==> config.mk <==
export PLATFORM = sky130hd
export DESIGN_NAME = huff_bit_packer
export DESIGN_NICKNAME = d
export VERILOG_FILES = /design/src/rtl/huff_pkg.sv /design/src/rtl/huff_cb_lookup.sv /design/src/rtl/huff_bit_packer.sv
export SDC_FILE = /design/constraint.sdc
export NUM_CORES = 1
export LEC_CHECK = 0
export BUFFER_PORTS_ARGS = -buffer_cell sky130_fd_sc_hd__buf_2
export CAP_MARGIN = 20
export CORE_MARGIN = 4
export CORE_UTILIZATION = 55
export CTS_BUF_LIST = sky130_fd_sc_hd__clkbuf_4 sky130_fd_sc_hd__clkbuf_8
export DETAILED_ROUTE_END_ITERATION = 12
export MAX_ROUTING_LAYER = met4
export PLACE_DENSITY = 0.81
export SYNTH_ARGS = -nofsm -noshare
export SYNTH_HDL_FRONTEND = slang
export SYNTH_HIERARCHICAL = 1
export SYNTH_SLANG_ARGS = --single-unit
==> constraint.sdc <==
create_clock -name clk -period 11.1 [get_ports clk]
set_input_delay 0 -clock clk [delete_from_list [all_inputs] [get_ports clk]]
set_output_delay 0 -clock clk [all_outputs]
set_load 0.02 [all_outputs]
==> src/rtl/huff_pkg.sv <==
// Shared constants, codebook entry type and FSM states for the Huffman bit packer.
package huff_pkg;

    localparam int MAX_CHAR_COUNT = 3;
    localparam int CODE_W         = 3;
    localparam int LEN_W          = $clog2(CODE_W + 1);
    localparam int BEAT_W         = $clog2(2 * MAX_CHAR_COUNT);
    localparam int IDX_W          = BEAT_W - 1;

    localparam logic [2:0] CHAR_TAG = 3'b011;

    typedef struct packed {
        logic [4:0]        chr;
        logic [CODE_W-1:0] mask;
        logic [CODE_W-1:0] value;
        logic [LEN_W-1:0]  len;
    } cb_entry_t;

    typedef enum logic [1:0] {
        CB_LOAD,
        CB_DRAIN,
        ENCODE,
        FLUSH
    } state_t;

    function automatic logic [LEN_W-1:0] popCount(input logic [CODE_W-1:0] m);
        logic [LEN_W-1:0] n;
        n = '0;
        for (int i = 0; i < CODE_W; i++) begin
            n = n + LEN_W'(m[i]);
        end
        return n;
    endfunction

    function automatic logic [CODE_W-1:0] lowMask(input logic [LEN_W-1:0] len);
        logic [CODE_W-1:0] m;
        m = '0;
        for (int i = 0; i < CODE_W; i++) begin
            if (i < int'(len)) m[i] = 1'b1;
        end
        return m;
    endfunction

endpackage

==> src/rtl/huff_cb_lookup.sv <==
// Combinational codebook search: maps a symbol to its code bits and length.
module huff_cb_lookup
    import huff_pkg::*;
(
    input  cb_entry_t [MAX_CHAR_COUNT-1:0] i_cb,
    input  logic [4:0]                     i_sym,
    output logic                           o_hit,
    output logic [CODE_W-1:0]              o_code,
    output logic [LEN_W-1:0]               o_len
);

    // Scan from the top so the lowest matching index wins on duplicate chars.
    always_comb begin
        o_hit  = 1'b0;
        o_code = '0;
        o_len  = '0;
        for (int i = MAX_CHAR_COUNT - 1; i >= 0; i--) begin
            if (i_cb[i].chr == i_sym) begin
                o_hit  = 1'b1;
                o_code = i_cb[i].value & i_cb[i].mask & lowMask(i_cb[i].len);
                o_len  = i_cb[i].len;
            end
        end
    end

endmodule

==> src/rtl/huff_bit_packer.sv <==
// Captures the encoder codebook, then packs variable-length codes MSB-first into bytes.
// Optional HUFF_PACK_BITCOUNT_EN adds the msg_bits per-message code bit counter.
module huff_bit_packer
    import huff_pkg::*;
#(
    parameter int ACC_W = 16
) (
    input  logic       clk,
    input  logic       reset,
    input  logic [8:0] cb_in,
    input  logic       sym_valid,
    input  logic [4:0] sym_char,
    input  logic       sym_last,
    output logic       sym_ready,
    output logic       out_valid,
    output logic [7:0] out_byte,
    output logic       out_last,
    input  logic       out_ready,
    output logic       cb_loaded,
    output logic       sym_err
`ifdef HUFF_PACK_BITCOUNT_EN
    ,
    output logic [15:0] msg_bits
`endif
);

    localparam int CNT_W = $clog2(ACC_W + 1);
    localparam logic [CNT_W-1:0] ACC_W_C = CNT_W'(ACC_W);
    localparam logic [CNT_W-1:0] BYTE_C  = CNT_W'(8);
    localparam logic [BEAT_W-1:0] LAST_BEAT = BEAT_W'(2 * MAX_CHAR_COUNT - 1);

    state_t                         r_state, w_nextState;
    cb_entry_t [MAX_CHAR_COUNT-1:0] r_cb;
    logic [BEAT_W-1:0]              r_beat;
    logic [ACC_W-1:0]               r_acc;
    logic [CNT_W-1:0]               r_cnt;
    logic                           r_symErr;

    logic              w_hit;
    logic [CODE_W-1:0] w_code;
    logic [LEN_W-1:0]  w_len;
    logic              w_accept, w_pop, w_append;
    logic [IDX_W-1:0]  w_idx;
    logic [CNT_W-1:0]  w_popAmt, w_base, w_addLen, w_shift, w_cntNext;
    logic [ACC_W-1:0]  w_ins, w_accNext;

    huff_cb_lookup u_lookup (
        .i_cb   (r_cb),
        .i_sym  (sym_char),
        .o_hit  (w_hit),
        .o_code (w_code),
        .o_len  (w_len)
    );

    always_ff @(posedge clk) begin
        if (reset) r_state <= CB_LOAD;
        else       r_state <= w_nextState;
    end

    always_comb begin
        w_nextState = r_state;
        sym_ready   = 1'b0;
        out_valid   = 1'b0;
        out_last    = 1'b0;
        cb_loaded   = 1'b0;
        case (r_state)
            CB_LOAD: begin
                if (cb_in[8] && r_beat == LAST_BEAT) w_nextState = CB_DRAIN;
            end
            CB_DRAIN: begin
                if (!cb_in[8]) w_nextState = ENCODE;
            end
            ENCODE: begin
                cb_loaded = 1'b1;
                sym_ready = (r_cnt <= CNT_W'(ACC_W - CODE_W));
                out_valid = (r_cnt >= BYTE_C);
                if (sym_valid && sym_ready && sym_last) w_nextState = FLUSH;
            end
            FLUSH: begin
                cb_loaded = 1'b1;
                out_valid = (r_cnt != '0);
                out_last  = out_valid && (r_cnt <= BYTE_C);
                if (r_cnt == '0 || (out_last && out_ready)) w_nextState = ENCODE;
            end
            default: w_nextState = CB_LOAD;
        endcase
    end

    assign w_accept = sym_valid && sym_ready;
    assign w_pop    = out_valid && out_ready;
    assign w_append = w_accept && w_hit;
    assign w_idx    = r_beat[BEAT_W-1:1];
    assign out_byte = r_acc[ACC_W-1 -: 8];
    assign sym_err  = r_symErr;

    // New code bits land just below the bits that survive this cycle's pop.
    always_comb begin
        w_popAmt  = '0;
        if (w_pop) w_popAmt = (r_cnt >= BYTE_C) ? BYTE_C : r_cnt;
        w_base    = r_cnt - w_popAmt;
        w_addLen  = w_append ? CNT_W'(w_len) : '0;
        w_shift   = ACC_W_C - w_base - CNT_W'(w_len);
        w_ins     = ACC_W'(w_code) << w_shift;
        w_cntNext = w_base + w_addLen;
        w_accNext = (w_pop ? (r_acc << 8) : r_acc) | (w_append ? w_ins : '0);
    end

    always_ff @(posedge clk) begin
        if (reset) begin
            r_cb     <= '0;
            r_beat   <= '0;
            r_acc    <= '0;
            r_cnt    <= '0;
            r_symErr <= 1'b0;
        end else begin
            r_symErr <= w_accept && !w_hit;
            r_acc    <= w_accNext;
            r_cnt    <= w_cntNext;
            if (r_state == CB_LOAD && cb_in[8]) begin
                if (!r_beat[0]) begin
                    if (cb_in[7:5] == CHAR_TAG) begin
                        r_cb[w_idx].chr <= cb_in[4:0];
                        r_beat          <= r_beat + 1'b1;
                    end else begin
                        r_beat <= '0;
                    end
                end else begin
                    r_cb[w_idx].mask  <= cb_in[2*CODE_W-1:CODE_W];
                    r_cb[w_idx].value <= cb_in[CODE_W-1:0];
                    r_cb[w_idx].len   <= popCount(cb_in[2*CODE_W-1:CODE_W]);
                    r_beat            <= (r_beat == LAST_BEAT) ? '0 : r_beat + 1'b1;
                end
            end
        end
    end

`ifdef HUFF_PACK_BITCOUNT_EN
    logic [15:0] r_msgBits;
    logic [16:0] w_bitSum;

    assign w_bitSum = {1'b0, r_msgBits} + 17'(w_addLen);
    assign msg_bits = r_msgBits;

    always_ff @(posedge clk) begin
        if (reset)                r_msgBits <= '0;
        else if (w_pop && out_last) r_msgBits <= '0;
        else if (w_bitSum[16])    r_msgBits <= 16'hFFFF;
        else                      r_msgBits <= w_bitSum[15:0];
    end
`else
    // No per-message bit counter in this build.
`endif

endmodule

==> flow_summary.toml <==
[yosys]
synth_nets = 487
yosys.cell_types.count = 70
synth_commonest_cells = "dfxtp_1, nor2_1, mux2i_1"
synth.avg_cell_area_um2 = 8.85
netlist_area_um2 = 4000
synth_ff_type = "dfxtp_1"
synth_top_area_frac = 0.330
syn_inst = 452
synth-edff-count = 0
synth_top_area_cell = "dfxtp_1"
ys_ff_latch = 66
ys_warn_count = 6
ys_async_sr_fraction = 0
yosysMostFrequentCell = "dfxtp_1"
ys_top_cells_by_area = "dfxtp_1, mux2i_1, nor2_1"
ys_seq_area_frac = 0.330

[detailed_routing]
finalWirelength_um = 9020
first_iter_violations = 196
drtPass1Iterations = 4
ant_nets = 0
detail_route.wl_per_cell_um = 15.9
avgViaCountPerCell = 5.95
drc = 0
vias = 3374

[placed_design]
numPortBuffers = 31
placed_area_um2 = 4130
hpwl_um = 6400
gp_congestion = 0.977
dp.cells = 548

[floorplan]
die_y_um = 93.3
fp.coreArea_um2 = 6940
rows = 30
pin_count = 32
dieWidth_um = 93.3
start_util = 0.576
die_area_um2 = 8700

[critical_path]
path_class = "flop to flop"
end_kind = "flop"
critPathRequiredTime_ns = 11.36
start_kind = "flop"
arrival_ns = 5.03
crit_fanout = 10

[hold_path]
hold_path.class = "input port to flop"

[status]
status = "completed"

[power]
pwr-share-clk = 0.397
seqPwrFrac = 0.530
combPwrFrac = 0.073
p_int_uw = 334
power_switching_uw = 115
p_per_area_nw_per_um2 = 104
vdd_drop_max_mv = 0.0768
sw_frac_of_total = 0.256
power_leakage_nw = 1.90

[cells_and_area]
multi_input_area_um2 = 2480
fin_cells = 567
seqCellArea_um2 = 1320
drive_above_1_share = 0.142
fill_cells = 608
stdcell_area_um2 = 4330
fin_nets = 501
final_core_util = 0.623
antenna_cells = 0
synthToLayoutAreaGrowth_pct = 8.13

[clock_tree]
clk_pin_slew_worst_paths_ns = 0.07
cts_tree = "yes"
root_buffer = "clkbuf_8"
cts_sinks = 66
cts.path.max_buffers = 2
insertion_delay_ns = 0.35
cts_buffers = 9
htree_levels = 3
cts_setup_buffers = 0

[sta]
fmax_mhz = 210
rsz0062_at_grt = "false"
worst_slew_pin_slew_ns = 0.689
maxSlewViolCount = 0
setup_viol = 0
hold_slack_ns = 0.0196
finalHoldViolCount = 0
fin_crit_sh = 0.430
fin_tns_setup_ns = 0
clock_skew_ns = 0.0184
min_period_ns = 4.77
slew_headroom = 0.537

[grt]
overflow = 0
grt_pass1_wl_um = 14800
grt_max_degree = 69
grt_antenna_before_repair = 0
grt_pass1_vias = 3163
grt_usage = 0.222

[job]
drv_cap = 0
==> metrics by stage <==
step | power (mW) | worst slack (ns)
after global placement | 0.274 | 6.65
after global routing | 0.467 | 5.91
final | 0.449 | 6.33
after floorplan | 0.263 | 6.71
after CTS | 0.451 | 6.35
after detailed placement | 0.275 | 6.39
==> critical path, stage by stage (launching register included) <==
cell,delay (ns)
dfxtp_1,0.50
o31a_1,0.22
o31a_1,0.28
nand2_1,0.36
nor4_1,0.29
ha_1,0.21
inv_1,0.05
fa_1,0.44
xnor2_1,0.44
inv_2,0.17
xnor2_1,0.16
ha_1,0.44
nor2b_1,0.22
a22o_1,0.19
a22oi_1,0.13
or4_1,0.50
o311ai_1,0.08
==> cell families (layout without fill, tap and decap cells) <==
group	after synthesis	in the layout	share of synthesized area
compound gates	69	69	0.135
simple gates	186	186	0.249
fa+ha+maj	17	17	0.0582
buf+inv	44	63	0.0507
flops	66	66	0.330
xor+xnor	25	25	0.0635
mux	45	45	0.114
==> what timing repair did <==
item                      4_1_cts  5_1_grt
hold endpoints to repair        7        0
resized for setup               0        0
hold buffers                    3        0
==> layer usage <==
| layer | part of all wire | vias up | GRT usage |
|---|---|---|---|
| li1 | - | 1649 | - |
| met1 | 0.46 | 1606 | 0.294 |
| met2 | 0.46 | 102 | 0.333 |
| met3 | 0.057 | 17 | 0.0547 |
| met4 | 0.017 | 0 | 0.0733 |
| met5 | 0 | - | - |
==> layout by cell type (no fill, tap or decap), drive strengths merged, types with 3 or more instances in the layout <==
| cell type | netlist | layout |
|---|---|---|
| and4 | 4 | 4 |
| a21oi | 6 | 6 |
| a21o | 9 | 9 |
| o2111ai | 3 | 3 |
| ha | 13 | 13 |
| dfxtp | 66 | 66 |
| xor2 | 9 | 9 |
| and2 | 4 | 4 |
| xnor2 | 14 | 14 |
| a31oi | 6 | 6 |
| nor3 | 14 | 14 |
| nor2b | 9 | 9 |
| fa | 3 | 3 |
| or4 | 8 | 8 |
| or3 | 5 | 5 |
| nand2 | 29 | 29 |
| o21ai | 10 | 10 |
| and3 | 4 | 4 |
| or2 | 3 | 3 |
| o211ai | 5 | 5 |
| o41ai | 4 | 4 |
| buf | 15 | 32 |
| nor2 | 62 | 62 |
| nand3 | 21 | 21 |
| mux2i | 44 | 44 |
| o22ai | 4 | 4 |
| dlygate4sd3 | 0 | 3 |
| nand2b | 6 | 6 |
| nand4 | 4 | 4 |
| nor4 | 3 | 3 |
| clkbuf | 17 | 11 |
| inv | 12 | 12 |
| clkinv | 0 | 4 |
==> final timing paths <==
kind	from	end	slack (ns)	depth (start not counted)
max	r_state[0]	r_acc[4]	6.33	16
min	cb_in[2]	r_cb[10]	0.02	3
max reg2reg	r_state[0]	r_acc[4]	6.33	16
min reg2reg	r_acc[6]	r_acc[6]	0.47	2
==> power groups by stage <==
stage,clock [mW],sequential [mW],combinational (mW)
after floorplan,0,0.243,0.0201
after global placement,0,0.244,0.0305
after detailed placement,0,0.244,0.0312
after CTS,0.180,0.238,0.0323
after global routing,0.194,0.238,0.0356
final,0.178,0.238,0.0327
==> sequential cells by signal, indices dropped and copies added (netlist names) <==
| name | count |
|---|---|
| r_beat | 3 |
| r_cnt | 5 |
| sym_err | 1 |
| r_cb | 39 |
| r_acc | 16 |
| r_state | 2 |
==> final cells by class <==
class	count	area share
multi-input combinational	342	0.572
sequential	66	0.305
clock inverter	5	0.00723
clock buffer	11	0.0321
inverter	12	0.0104
tap	96	0.0278
timing repair buffer	35	0.0445
Power figures use the tool's default switching activity.
